<file path="src/rtl/tx_phyretrain.sv">
// tx_phyretrain: transmit-side PHYRETRAIN handshake engine for the LTSM.
// Resolves the local retrain cause into a one-hot encoding and sends
// PHYRETRAIN_START_REQ over the sideband. It then waits for the partner's
// PHYRETRAIN_START_RESP and reports completion (or timeout) to the LTSM.
//
// Optional feature macro: PHYRETRAIN_TIMEOUT_EN
//   defined   -> response timeout counter, TIMEOUT state and o_timeout active
//   undefined -> no counter, o_timeout tied low, waits indefinitely for RESP
//
// Ports:
//   i_clk, i_rst                 clock, synchronous active-high reset
//   i_phyretrain_en              LTSM enable; low returns the block to IDLE
//   i_txselfcal_req              local cause: TX self-calibration
//   i_speedidle_req              local cause: speed change
//   i_repair_req                 local cause: lane repair
//   i_SB_Busy                    sideband transmitter busy
//   i_falling_edge_busy          pulse: sideband consumed current message
//   i_rx_valid                   RX PHYRETRAIN stage owns the sideband
//   i_rx_msg_valid               decoded partner message valid
//   i_decoded_SB_msg             decoded partner message ID
//   o_encoded_SB_msg_tx          message ID to sideband (1 = START_REQ)
//   o_local_retrain_encoding     latched cause (001/010/100), request payload
//   o_valid_tx                   TX message valid to sideband wrapper
//   o_phyretrain_end_tx          handshake complete
//   o_timeout                    response not received in time
module tx_phyretrain #(
  parameter int unsigned SB_MSG_WIDTH   = 4,
  parameter int unsigned TIMEOUT_CYCLES = 8000
) (
  input  logic                    i_clk,
  input  logic                    i_rst,
  input  logic                    i_phyretrain_en,
  input  logic                    i_txselfcal_req,
  input  logic                    i_speedidle_req,
  input  logic                    i_repair_req,
  input  logic                    i_SB_Busy,
  input  logic                    i_falling_edge_busy,
  input  logic                    i_rx_valid,
  input  logic                    i_rx_msg_valid,
  input  logic [SB_MSG_WIDTH-1:0] i_decoded_SB_msg,
  output logic [SB_MSG_WIDTH-1:0] o_encoded_SB_msg_tx,
  output logic [2:0]              o_local_retrain_encoding,
  output logic                    o_valid_tx,
  output logic                    o_phyretrain_end_tx,
  output logic                    o_timeout
);

  localparam logic [SB_MSG_WIDTH-1:0] MSG_REQ  = SB_MSG_WIDTH'(1);
  localparam logic [SB_MSG_WIDTH-1:0] MSG_RESP = SB_MSG_WIDTH'(2);

  localparam logic [2:0] ENC_TXSELFCAL = 3'b001;
  localparam logic [2:0] ENC_SPEEDIDLE = 3'b010;
  localparam logic [2:0] ENC_REPAIR    = 3'b100;

  // Parameter sanity: the timeout window needs at least two cycles.
  if (TIMEOUT_CYCLES < 2) begin : g_param_check
    $error("tx_phyretrain: TIMEOUT_CYCLES must be >= 2");
  end

  typedef enum logic [2:0] {
    ST_IDLE      = 3'd0,
    ST_SEND_REQ  = 3'd1,
    ST_WAIT_RESP = 3'd2,
    ST_DONE      = 3'd3,
    ST_TIMEOUT   = 3'd4
  } state_e;

  state_e                  state_q, state_d;
  logic [SB_MSG_WIDTH-1:0] msg_q, msg_d;
  logic [2:0]              enc_q, enc_d;
  logic                    valid_q, valid_d;
  logic                    valid_dly_q, valid_dly_d;
  logic                    pending_q, pending_d;
  logic                    resp_seen_q, resp_seen_d;
  logic                    end_q, end_d;
  logic                    resp_now;
  logic                    in_hs;
  logic [2:0]              cause_enc;

`ifdef PHYRETRAIN_TIMEOUT_EN
  localparam int unsigned      CNT_W   = $clog2(TIMEOUT_CYCLES);
  localparam logic [CNT_W-1:0] CNT_MAX = CNT_W'(TIMEOUT_CYCLES - 1);

  logic [CNT_W-1:0] cnt_q, cnt_d;
  logic             timeout_q, timeout_d;
  logic             tmo_hit;
`endif

  // Cause priority: SPEEDIDLE > REPAIR > TXSELFCAL; no cause defaults to TXSELFCAL.
  always_comb begin
    if (i_speedidle_req) begin
      cause_enc = ENC_SPEEDIDLE;
    end else if (i_repair_req) begin
      cause_enc = ENC_REPAIR;
    end else if (i_txselfcal_req) begin
      cause_enc = ENC_TXSELFCAL;
    end else begin
      cause_enc = ENC_TXSELFCAL;
    end
  end

  // Next-state and registered-output logic.
  always_comb begin
    state_d     = state_q;
    msg_d       = msg_q;
    enc_d       = enc_q;
    valid_d     = valid_q;
    valid_dly_d = valid_q;
    pending_d   = pending_q;
    resp_seen_d = resp_seen_q;
    end_d       = (state_q == ST_DONE);

    resp_now = i_rx_msg_valid && (i_decoded_SB_msg == MSG_RESP);
    in_hs    = (state_q == ST_SEND_REQ) || (state_q == ST_WAIT_RESP);

`ifdef PHYRETRAIN_TIMEOUT_EN
    timeout_d = (state_q == ST_TIMEOUT);
    cnt_d     = '0;
    if (in_hs) begin
      cnt_d = (cnt_q == CNT_MAX) ? cnt_q : cnt_q + CNT_W'(1);
    end
    // Decision taken as the counter reaches its last value; a response wins.
    tmo_hit = in_hs && (cnt_d == CNT_MAX) && !resp_seen_q && !resp_now;
`endif

    // Early responses during SEND_REQ are remembered for WAIT_RESP.
    if (in_hs && resp_now) begin
      resp_seen_d = 1'b1;
    end

    case (state_q)
      ST_IDLE: begin
        msg_d       = '0;
        valid_d     = 1'b0;
        pending_d   = 1'b0;
        resp_seen_d = 1'b0;
        if (i_phyretrain_en) begin
          state_d   = ST_SEND_REQ;
          pending_d = 1'b1;
          msg_d     = MSG_REQ;
          enc_d     = cause_enc;
        end
      end
      ST_SEND_REQ: begin
        // Falling edge of valid means the sideband took the request.
        if (valid_dly_q && !valid_q) begin
          state_d = ST_WAIT_RESP;
        end
      end
      ST_WAIT_RESP: begin
        if (resp_seen_q || resp_now) begin
          state_d = ST_DONE;
        end
      end
      default: begin
      end
    endcase

`ifdef PHYRETRAIN_TIMEOUT_EN
    if (tmo_hit) begin
      state_d = ST_TIMEOUT;
    end
`endif

    // Valid handshake: consumption clears valid and beats a new launch.
    if (state_q != ST_IDLE) begin
      if (i_falling_edge_busy) begin
        valid_d = 1'b0;
      end else if (pending_q && !i_SB_Busy && !i_rx_valid &&
                   (state_q == ST_SEND_REQ) && i_phyretrain_en) begin
        valid_d   = 1'b1;
        pending_d = 1'b0;
      end
    end

    if (!i_phyretrain_en) begin
      state_d = ST_IDLE;
    end
  end

  // State and output registers.
  always_ff @(posedge i_clk) begin
    if (i_rst) begin
      state_q     <= ST_IDLE;
      msg_q       <= '0;
      enc_q       <= '0;
      valid_q     <= 1'b0;
      valid_dly_q <= 1'b0;
      pending_q   <= 1'b0;
      resp_seen_q <= 1'b0;
      end_q       <= 1'b0;
    end else begin
      state_q     <= state_d;
      msg_q       <= msg_d;
      enc_q       <= enc_d;
      valid_q     <= valid_d;
      valid_dly_q <= valid_dly_d;
      pending_q   <= pending_d;
      resp_seen_q <= resp_seen_d;
      end_q       <= end_d;
    end
  end

`ifdef PHYRETRAIN_TIMEOUT_EN
  // Timeout counter and flag registers.
  always_ff @(posedge i_clk) begin
    if (i_rst) begin
      cnt_q     <= '0;
      timeout_q <= 1'b0;
    end else begin
      cnt_q     <= cnt_d;
      timeout_q <= timeout_d;
    end
  end

  assign o_timeout = timeout_q;
`else
  assign o_timeout = 1'b0;
`endif

  assign o_encoded_SB_msg_tx      = msg_q;
  assign o_local_retrain_encoding = enc_q;
  assign o_valid_tx               = valid_q;
  assign o_phyretrain_end_tx      = end_q;

endmodule
</file>
<file path="config.mk">
export PLATFORM = sky130hd
export DESIGN_NAME = tx_phyretrain
export DESIGN_NICKNAME = d
export VERILOG_FILES = /design/src/rtl/tx_phyretrain.sv
export SDC_FILE = /design/constraint.sdc
export NUM_CORES = 1
export LEC_CHECK = 0
export CAP_MARGIN = 0
export CORE_MARGIN = 2
export CORE_UTILIZATION = 35
export CTS_BUF_LIST = sky130_fd_sc_hd__clkbuf_4
export DETAILED_ROUTE_END_ITERATION = 10
export DONT_BUFFER_PORTS = 1
export HOLD_SLACK_MARGIN = 0.12
export SYNTH_ARGS = -nofsm -noshare
export SYNTH_HDL_FRONTEND = slang
export SYNTH_SLANG_ARGS = --single-unit
</file>
<file path="constraint.sdc">
create_clock -name i_clk -period 2.4 [get_ports i_clk]
set_clock_uncertainty 0.1 [all_clocks]
set_input_delay 0.12 -clock i_clk [delete_from_list [all_inputs] [get_ports i_clk]]
set_output_delay 0.12 -clock i_clk [all_outputs]
set_load 0.02 [all_outputs]
</file>
* After elaboration in Yosys (flattened, before gate mapping)
Index checks and enable logic that the tools add are counted.
Word-level totals: register bits 15, input bits 14, output and inout bits 10, logic and storage cells 49
Operators by class: equal/unequal tests 6, multiplexer cells 15, bitwise operators 1, reductions and logical operators 19
Operator list (count):
- two-way mux 3 bit | 4
- two-way mux 1 bit | 10
- one-hot mux 3 bit (3 select lines) | 1
- logical AND 1 bit | 7
- equality test 3 x 2 -> 1 bit, second input constant | 2
- nonzero test 3 bit | 2
- equality test 4 x 2 -> 1 bit, second input constant | 1
- OR reduction 2 bit | 2
- equality test 3 x 1 -> 1 bit, second input constant | 1
- zero test 1 bit | 3
- zero test 3 bit | 1
- AND reduction 3 bit | 1
- logical OR 1 bit | 2
- != test 2 x 1 -> 1 bit, second input constant | 1
- != test 2 bit, second input constant | 1
- AND reduction 2 bit | 1
- NOT 1 bit | 1

* Longest topological paths before layout
Gate-level depths: netlist of run 1.
depth after elaboration 8, mapped depth 6, depth with buffers taken out 6

* Least setup slack after synthesis of run 1
No wires, ideal clock.
path type reg2reg, start register state_q[0], end register state_q[0], setup time 70 ps, data arrival time 1110 ps, required time 2230 ps, path slack 1120 ps, stages on the path, launching flop included 7, buffers on the path 0, period minus slack after synthesis 1280 ps, path through dfxtp_1 > inv_1 > ha_1 > nand2b_1 > a21oi_2 > or3_1 > a21boi_1
Between the ends: longest elaborated chain between the ends 3, elaborated cells between the ends (all ways) 8, classes of those cells 4 x eq/ne; 1 x mux; 3 x reduce/logical
RTL lines:
- from (decl) | line 68 | state_e state_q, state_d;
- from (signal assigned) | line 193 | state_q <= state_d;
- equality test 3 x 1 -> 1 bit, or another cell as far along | line 131 | case (state_q)
- != test 2 bit (no line), or another cell as far along
- AND reduction 3 bit (no line)
Several ways; a longest one is shown, not always the timed one. A chain may end at the register's enable or synchronous reset.

* Worst setup path after layout of run 1
start register state_q[1], end register pending_q
Between the ends: longest elaborated chain between the ends 6, elaborated cells between the ends (all ways) 9, classes of those cells 1 x eq/ne; 4 x mux; 4 x reduce/logical
RTL lines:
- equality test 3 x 1 -> 1 bit | line 170 | (state_q == ST_SEND_REQ) && i_phyretrain_en) begin
- logical AND 1 bit | line 169 | end else if (pending_q && !i_SB_Busy && !i_rx_valid &&
- logical AND 1 bit | line 170
- two-way mux 1 bit | line 169
- two-way mux 1 bit | line 167 | if (i_falling_edge_busy) begin
- two-way mux 1 bit (*) | line 166 | if (state_q != ST_IDLE) begin
- to (signal assigned) | line 198 | pending_q <= pending_d;
- to (decl) | line 73 | logic pending_q, pending_d;
Every way passes the cells marked *; elsewhere a longest branch is shown, timed or not.

==> impl_results.md, run 1 <==
- Run status: finished clean
- Ports: 24
- Num CTS Buffers: 3
- Clk network pwr share: 35.2%
- Synthesized area: 531 um^2
- PwrDens: 546 mW/mm^2
- Sequential fraction of design power: 49.7%
- Area contributors post-synth: dfxtp_1, ha_1, buf_4
- Clock sink total: 11
- Post-route insts no fill: 93
- Syn. warnings: 0
- Synth unique cells: 25
- Worst path required time: 2.46 ns
- Max_cap viols: 0
- Tcrit/Tclk final: 93.5%
- Critical R2R Launch: state_q[1]$_SDFFE_PP0P_
- Die Y: 42.9 um
- Final period demand of the worst path: 2.24 ns
- CP max FO: 4
- PnR worst setup slack: 0.155 ns
- Die footprint: 0.00184 mm^2
- Peak supply drop: 0.307 mV
- DR vias: 460
- Placement-stage cell area: 528 um^2
- Hold wc startpoint: i_phyretrain_en
- Syn_area_per_cell: 9.15 um^2
- Synth top area share: 41.5%
- Num rows: 14
- Max Freq: 446 MHz
- Final WL: 1.11 mm
- Most area-hungry cell type in the Yosys netlist: dfxtp_1
- Fin nets: 96
- Arrival time at the worst endpoint: 2.30 ns
- Worst-Skew Late Latency: 0.27 ns
- Largest family of logic cells by synthesized area: simple AND/OR/NAND/NOR gates
- Area of the multi-input gates: 282 um^2
- Final setup fails: 0
- Critical Path Most Common Cell: dlygate4sd3_1
- TritonCTS clock tree: yes
- Drt via density: 4.95
- Reg-to-reg slack, setup: 0.16 ns
- Clock transition at path regs: 0.07 ns
- RR Endpoint: pending_q$_SDFF_PP0_
- Reg area: 223 um^2
- Pin count of the biggest net entering global routing: 11
- Initial antenna violation count: 0
- Met3 Wirelength: 54 um
- Finished Core Util: 50.6%
- Mux cell area share after synthesis: 0%
- WHS Endpoint: o_local_retrain_encoding[2]$_SDFFE_PP0P_
- Antenna Cells: 0
- Top sig layer: met4
- Slew Limit Fails: 0
- Root buffer cell: clkbuf_4
- Slowest CP cell: dlygate4sd3_1
- Post-synthesis simple-gate area fraction: 23.1%
- Gate Count Post-Synth: 58
- Most frequent cells in the layout: dlygate4sd3_1, dfxtp_1, a21oi_1
- Met1 WL: 503 um
- Detailed-router iteration count before antenna repair: 4
- Met2 WL: 546 um
- Commonest non-fill, non-tap cell in the layout: dlygate4sd3_1
- Buf+Inv Stages, Crit Path: 3
- DRT iter0 DRCs: 1
- Initial core utilization: 36.5%
- Core area: 0.00145 mm^2
- Internal power: 0.297 mW
- Post-CTS setup buffers: 0
- Adder-cell share of the synthesized area: 9.43%
- Worst Setup Path Type: reg -> reg
- Fin. Hold Viols: 0
- Area growth syn-to-layout: 38.7%
- LEAKAGE: 0.284 nW
- First-pass GRT wire length: 1.77 mm
- Htree depth: 1
- Critical path launch point type: register
- Worst Hold Class: in -> reg
- Die width: 42.9 um
- RSZ-0062 raised after global routing: no
- FF+latch count, synth: 11
- Port buffer count: 0
- Share of cells above drive strength 1: 13.0%
- Fin Setup TNS: 0 ns
- GR Util All Layers: 13.0%
- Post-synthesis sequential area ratio: 41.5%
- Crit. End Element: register
- Worst reg-to-reg path cell count: 7
- Post-Place Cells: 72
- Place WS: 1.01 ns
- CTS Buffer Depth: 2
- Worst Hold Depth: 3
- Compound-gate portion of the synthesized area: 16.7%
- Final HPWL DP: 650 um
- Remaining global-route overflow: 0
- Crit path largest cell delay: 0.58 ns
- Crit path max-delay family: buffers and inverters
- Vias in the first global route: 442
- Cell Chain, Critical Path: inv_1 -> ha_2 -> nand4_1 -> o21ai_1 -> dlygate4sd3_1 -> a21oi_1 -> dlygate4sd3_1
- Logic pwr share: 15.1%
- Switching share of power: 26.1%
- Total net switching power: 0.105 mW
- DRC viols: 0
- Synth Area in XOR/XNOR: 0%
- Fillers: 138
- Post-route design area: 736 um^2
- Routed wire per std cell: 12.0 um
- RePlAce Congestion: 0.695
- Routed Antenna Nets: 0
## area by class of cell
class                           instances  share of cell area [%]
Multi-Input combinational cell         42                    38.3
Sequential cell                        11                    30.3
Timing Repair Buffer                   17                    23.1
Clock buffer                            4                    4.08
Tap cell                               16                    2.72
Inverter                                3                    1.53
## per-layer routing
metal,vias up,GRT usage [%]
met5,-,0
met3,2,3.83
met1,214,15.3
met4,0,7.27
met2,16,20.9
li1,228,-
## flip-flops by register name (all words and copies together) (netlist names)
register and flops:
o_phyretrain_end_tx 1, o_valid_tx 1, state_q 2, o_encoded_SB_msg_tx 1, pending_q 1, resp_seen_q 1, valid_dly_q 1, o_local_retrain_encoding 3
## stage by stage
step	power (mW)	hold slack (ns)
after floorplan	0.238	0.103
after global placement	0.236	0.0895
after detailed placement	0.237	0.0900
after CTS	0.399	0.120
after global routing	0.417	0.194
final	0.401	0.147
## synthesized netlist by cell type (all sizes together)
cell type   n
nor2        4
nor3b       1
nor4b       1
a31oi       1
o21ai       2
buf         4
nand2       3
conb        1
dfxtp      11
a21boi      1
inv         3
or3         1
nor2b       3
nor3        2
a21oi       6
o211ai      1
clkbuf      1
a2111oi     1
o31ai       1
ha          4
a21o        1
nand4       1
nand3       1
nand2b      3
## cell families after synthesis
family,Yosys count
AND/OR/NAND/NOR,20
AO/OA/AOI/OAI,14
flip-flops,11
buffers and inverters,8
adder cells (fa/ha/maj),4
other,1
## worst max-delay path by stage
stage,start,to,depth (start not counted)
2_1_floorplan,state_q[0]$_SDFFE_PP0P_,state_q[0]$_SDFFE_PP0P_,6
3_3_place_gp,state_q[0]$_SDFFE_PP0P_,o_local_retrain_encoding[2]$_SDFFE_PP0P_,6
3_5_place_dp,state_q[0]$_SDFFE_PP0P_,o_local_retrain_encoding[2]$_SDFFE_PP0P_,6
4_1_cts,state_q[0]$_SDFFE_PP0P_,pending_q$_SDFF_PP0_,7
5_1_grt,state_q[1]$_SDFFE_PP0P_,pending_q$_SDFF_PP0_,7
6_report,state_q[1]$_SDFFE_PP0P_,pending_q$_SDFF_PP0_,7
## tightest hold or removal path: stages
cell	delay (ns)
nand2_1	0.18
a21oi_1	0.10
nor2_1	0.08
## power by group through the flow
stage,registers [mW],logic [mW],clock network [mW]
after floorplan,0.202,0.0358,0
after global placement,0.203,0.0331,0
after detailed placement,0.203,0.0335,0
after CTS,0.199,0.0580,0.142
after global routing,0.200,0.0665,0.150
final,0.199,0.0606,0.141
## timing repair
action / in CTS / in global routing
resized for setup: 0 / 5
hold buffers: 17 / 0
setup endpoints to repair: 0 / 1
hold endpoints to repair: 11 / 0
(Power assumes the default switching activity.)
==> inputs of run 2 (changes only) <==
- CORE_AREA: not set -> 2 2 39 41
- CORE_MARGIN: 2 -> not set
- CORE_UTILIZATION: 35 -> not set
- DIE_AREA: not set -> 0 0 41 43
==> run 2 against run 1 <==
Effect of this change: cell count is 3.2% lower; sequential cell count stayed put; routed wire length is 5.7% lower; setup slack better by 0.094 ns; combinational power is 7.4% lower; global-route usage is 0.94 points higher; first-iteration DRC count grew to 9.0 times the previous value; design area is 4.4% lower; hold slack better by 0.25 ns; total power is 2.2% lower; sequential power hardly changed; largest power group unchanged.
==> impl_results.md, run 2 (synthesis gave the netlist of run 1 again) <==
- Run status: finished clean
- Switching share of power: 25.5% (-0.60 points)
- Detailed-router iteration count before antenna repair: 4 (unchanged)
- Fin. Hold Viols: 0 (unchanged)
- Commonest non-fill, non-tap cell in the layout: dlygate4sd3_1
- Vias in the first global route: 420 (-5.0%)
- Placement-stage cell area: 528 um^2 (unchanged)
- Max Freq: 465 MHz (+4.3%)
- Initial core utilization: 38.3% (+1.8 points)
- Place WS: 0.993 ns (-0.0151 ns)
- Final WL: 1.05 mm (-5.7%)
- LEAKAGE: 0.274 nW (-3.6%)
- Num CTS Buffers: 3 (unchanged)
- Sequential fraction of design power: 50.7% (+1.0 points)
- Core area: 0.00138 mm^2 (-4.8%)
- Die footprint: 0.00176 mm^2 (-4.3%)
- Fin Setup TNS: 0 ns (unchanged)
- Clk network pwr share: 35.1% (about the same)
- Final HPWL DP: 667 um (+2.5%)
- Post-route design area: 703 um^2 (-4.4%)
- Clock transition at path regs: 0.07 ns (about the same)
- Critical R2R Launch: state_q[0]$_SDFFE_PP0P_
- Routed Antenna Nets: 0 (unchanged)
- Pin count of the biggest net entering global routing: 11 (unchanged)
- Peak supply drop: 0.192 mV (-37%)
- Power Total: 0.393 mW (-2.2%)
- Port buffer count: 0 (unchanged)
- Logic pwr share: 14.3% (-0.8 points)
- Worst Setup Path Type: reg -> reg
- Initial antenna violation count: 0 (unchanged)
- Worst Hold Class: in -> reg
- Fin nets: 93 (-3.1%)
- Ports: 24 (unchanged)
- Antenna Cells: 0 (unchanged)
- TritonCTS clock tree: yes
- RR Endpoint: o_local_retrain_encoding[1]$_SDFFE_PP0P_
- Worst-Skew Late Latency: 0.27 ns (about the same)
- DRT iter0 DRCs: 9 (+8)
- Tcrit/Tclk final: 89.6% (-3.9 points)
- Die Y: 43 um (+0.16%)
- RSZ-0062 raised after global routing: no
- Worst reg-to-reg path cell count: 6 (-1)
- Worst setup startpoint: state_q[0]$_SDFFE_PP0P_
- Final setup fails: 0 (unchanged)
- RePlAce Congestion: 0.686 (-1.3%)
- Share of cells above drive strength 1: 10.8% (-2.2 points)
- Critical path launch point type: register
- Max FFs per register: 3 (unchanged)
- DRC viols: 0 (unchanged)
- First-pass GRT wire length: 1.61 mm (-9.0%)
- Clock sink total: 11 (unchanged)
- Finished Core Util: 50.8% (+0.21 points)
- Arrival time at the worst endpoint: 2.21 ns (-0.09 ns)
- Routed wire per std cell: 11.7 um (-2.6%)
- Remaining global-route overflow: 0 (unchanged)
- Root buffer cell: clkbuf_4
- WHS Endpoint: o_valid_tx$_SDFF_PP0_
- Drt via density: 4.98 (+0.64%)
- Htree depth: 1 (unchanged)
- Most frequent cells in the layout: dlygate4sd3_1, dfxtp_1, a21oi_1
- DR vias: 448 (-2.6%)
- Reg-to-reg slack, setup: 0.25 ns (+0.09 ns)
- Final period demand of the worst path: 2.15 ns (-0.0936 ns)
- Total net switching power: 0.100 mW (-4.4%)
- Post-CTS setup buffers: 0 (unchanged)
- Max_cap viols: 0 (unchanged)
- PnR worst setup slack: 0.249 ns (+0.0936 ns)
- CTS Buffer Depth: 2 (unchanged)
- Hold wc startpoint: i_falling_edge_busy
- Slew Limit Fails: 0 (unchanged)
- Worst path required time: 2.46 ns (about the same)
- Worst Hold Depth: 2 (-1)
- GR Util All Layers: 14.0% (+0.94 points)
- Area growth syn-to-layout: 32.5%
- Internal power: 0.293 mW (-1.4%)
- Crit. End Element: register
- PwrDens: 559 mW/mm^2 (+2.4%)
- Die width: 41 um (-4.5%)
- Num rows: 14 (unchanged)
- CP max FO: 6 (+2)
[run 2: worst max path at each step]
stage,to,cells after the start
after global routing,o_local_retrain_encoding[1]$_SDFFE_PP0P_,6
final,o_local_retrain_encoding[1]$_SDFFE_PP0P_,6
after CTS,pending_q$_SDFF_PP0_,7
after detailed placement,o_local_retrain_encoding[2]$_SDFFE_PP0P_,6
after global placement,o_local_retrain_encoding[2]$_SDFFE_PP0P_,6
after floorplan,state_q[0]$_SDFFE_PP0P_,6
[run 2: cell type report]
cell class	instances	area [um^2]
inverter	3	11.3
sequential	11	220
tap	16	20.0
fill	140	681
clock buffer	4	30.0
multi-input combinational	42	282
timing repair buffer	14	140
[run 2: per-stage QoR]
stage,instances,hold WS [ns]
2_1_floorplan,61,0.103
3_3_place_gp,72,0.0897
6_report,90,0.402
3_5_place_dp,72,0.0915
5_1_grt,90,0.384
4_1_cts,91,0.402
[run 2: critical path, stage by stage, from the launching register on]
cell           delay, ns
dfxtp_1             0.38
inv_1               0.08
ha_2                0.23
nand3_1             0.08
dlygate4sd3_1       0.54
a21oi_1             0.06
dlygate4sd3_1       0.57
[run 2: power by group through the flow]
stage          Sequential, mW  Clock (mW)  Combinational (mW)
3_5_place_dp            0.203           0              0.0336
3_3_place_gp            0.203           0              0.0331
5_1_grt                 0.200       0.157              0.0620
2_1_floorplan           0.202           0              0.0358
6_report                0.199       0.138              0.0561
4_1_cts                 0.199       0.144              0.0546
[run 2: per-layer routing]
layer | global-route usage, % | vias up | wire, um | part of all wire, %
li1 | - | 224 | - | -
met1 | 14.5 | 200 | 453 | 43
met2 | 21.3 | 21 | 493 | 47
met3 | 7.33 | 3 | 80 | 7.6
met4 | 8.00 | 0 | 22 | 2.1
met5 | 0 | - | 0 | 0
[run 2: timing repair]
item,in CTS,in global routing
hold buffers,15,0
endpoints found under the setup margin,0,1
endpoints found under the hold margin,11,0
gates resized for setup,0,3
==> inputs of run 3 (changes only) <==
- SETUP_SLACK_MARGIN: not set -> 0.5
==> run 3 against run 2 <==
Effect of this change: global-route usage down 1.6 points; clock power about the same; sequential share of layout area is 0.29 points higher.
==> impl_results.md, run 3 (synthesis gave the netlist of run 1 again) <==
- Run status: finished clean
- Fin Setup TNS: 0 ns (unchanged)
- Ports: 24 (unchanged)
- Tcrit/Tclk final: 75.9% (-14 points)
- Commonest non-fill, non-tap cell in the layout: dlygate4sd3_1
- Peak supply drop: 0.283 mV (+47%)
- Crit. End Element: register
- DR vias: 436 (-2.7%)
- Most frequent cells in the layout: dlygate4sd3_1, dfxtp_1, a21oi_1
- Routed Antenna Nets: 0 (unchanged)
- PnR worst setup slack: 0.579 ns (+0.330 ns)
- Initial core utilization: 38.3% (unchanged)
- Num CTS Buffers: 3 (unchanged)
- Pin count of the biggest net entering global routing: 11 (unchanged)
- Worst Hold Class: in -> reg
- Die footprint: 0.00176 mm^2 (unchanged)
- Area growth syn-to-layout: 32.1%
- First-pass GRT wire length: 1.43 mm (-11%)
- Fin nets: 92 (-1.1%)
- DRC viols: 0 (unchanged)
- Place WS: 0.993 ns (unchanged)
- Final period demand of the worst path: 1.82 ns (-0.330 ns)
- Max Freq: 549 MHz (+18%)
- Root buffer cell: clkbuf_4
- Max_cap viols: 0 (unchanged)
- Initial antenna violation count: 0 (unchanged)
- Core area: 0.00138 mm^2 (unchanged)
- Num rows: 14 (unchanged)
- DRT iter0 DRCs: 3 (-6)
- Final setup fails: 0 (unchanged)
- GR Util All Layers: 12.3% (-1.6 points)
- PwrDens: 556 mW/mm^2 (-0.47%)
- CTS Buffer Depth: 2 (unchanged)
- Die width: 41 um (unchanged)
- Final HPWL DP: 667 um (unchanged)
- Antenna Cells: 0 (unchanged)
- Vias in the first global route: 384 (-8.6%)
- Max FFs per register: 3 (unchanged)
- Port buffer count: 0 (unchanged)
- Die Y: 43 um (unchanged)
- LEAKAGE: 0.264 nW (-3.5%)
- Slew Limit Fails: 0 (unchanged)
- Fillers: 136 (-2.9%)
- CP max FO: 4 (-2)
- Worst-Skew Late Latency: 0.26 ns (about the same)
- Fin. Hold Viols: 0 (unchanged)
- Routed wire per std cell: 11.2 um (-4.4%)
- Worst Setup Path Type: in -> reg
- Clock sink total: 11 (unchanged)
- Arrival time at the worst endpoint: 1.90 ns (-0.31 ns)
- Worst path required time: 2.48 ns (+0.02 ns)
- Clock transition at path regs: 0.07 ns (about the same)
- RSZ-0062 raised after global routing: yes
- Share of cells above drive strength 1: 13.7% (+2.9 points)
- Remaining global-route overflow: 0 (unchanged)
- Detailed-router iteration count before antenna repair: 4 (unchanged)
- Final WL: 993 um (-5.4%)
- TritonCTS clock tree: yes
- Drt via density: 4.90 (-1.6%)
- Htree depth: 1 (unchanged)
- Critical path launch point type: input port
- RePlAce Congestion: 0.686 (unchanged)
[run 3: cell types whose count changed in the layout (fill, tap and decap cells not counted)]
cell / delta
a2111oi_0: -1
a2111oi_2: +1
dfxtp_1: -1
dfxtp_2: +1
dlygate4sd3_1: -1
o21ai_0: +1
o21ai_1: -1
[run 3: path summary, 6_finish.rpt]
| path | start | end | slack, ns | depth (start not counted) |
|---|---|---|---|---|
| max reg2reg | state_q[1]$_SDFFE_PP0P_ | o_valid_tx$_SDFF_PP0_ | 0.58 | 5 |
| max | i_decoded_SB_msg[0] | state_q[1]$_SDFFE_PP0P_ | 0.58 | 5 |
| min | i_decoded_SB_msg[2] | state_q[1]$_SDFFE_PP0P_ | 0.17 | 4 |
| min reg2reg | state_q[0]$_SDFFE_PP0P_ | state_q[0]$_SDFFE_PP0P_ | 0.41 | 2 |
[run 3: report_power, final]
group          internal (mW)  switching, mW
clock network         0.0756         0.0608
logic                 0.0256         0.0282
registers              0.190        0.00948
[run 3: area by class of cell]
cell class	count	area [um^2]	area share, %
clock buffer	4	30.0	4.29
multi-input combinational	42	288	41.1
inverter	3	11.3	1.61
timing repair buffer	13	130	18.6
tap	16	20.0	2.86
sequential	11	221	31.6
[run 3: what timing repair did]
action / CTS / global route
endpoints found under the setup margin: 0 / 3
hold buffers: 13 / 0
hold endpoints to repair: 11 / 0
setup buffers: 0 / 0
resized for setup: 0 / 5
[run 3: per-layer routing]
| metal | global-route usage (%) | vias to the layer above | wire (um) |
|---|---|---|---|
| met5 | 0 | - | 0 |
| met4 | 8.00 | 0 | 15 |
| met3 | 5.76 | 2 | 72 |
| met2 | 18.4 | 19 | 446 |
| met1 | 13.2 | 192 | 459 |
| li1 | - | 223 | - |
[run 3: stage by stage]
stage | hold WS [ns] | std cells | utilization, % | cell area [um^2] | power, mW
global route | 0.187 | 89 | 50.6 | 701 | 0.410
floorplan | 0.103 | 61 | - | 542 | 0.238
global placement | 0.0897 | 72 | 38.2 | 528 | 0.236
finish | 0.171 | 89 | 50.6 | 701 | 0.390
detailed placement | 0.0915 | 72 | 38.2 | 528 | 0.237
CTS | 0.155 | 89 | 49.7 | 688 | 0.394
[run 3: critical path, stage by stage]
cell           delay, ns
dlygate4sd3_1       0.57
nor4b_4             0.32
a21oi_2             0.11
dlygate4sd3_1       0.56
o31ai_1             0.21
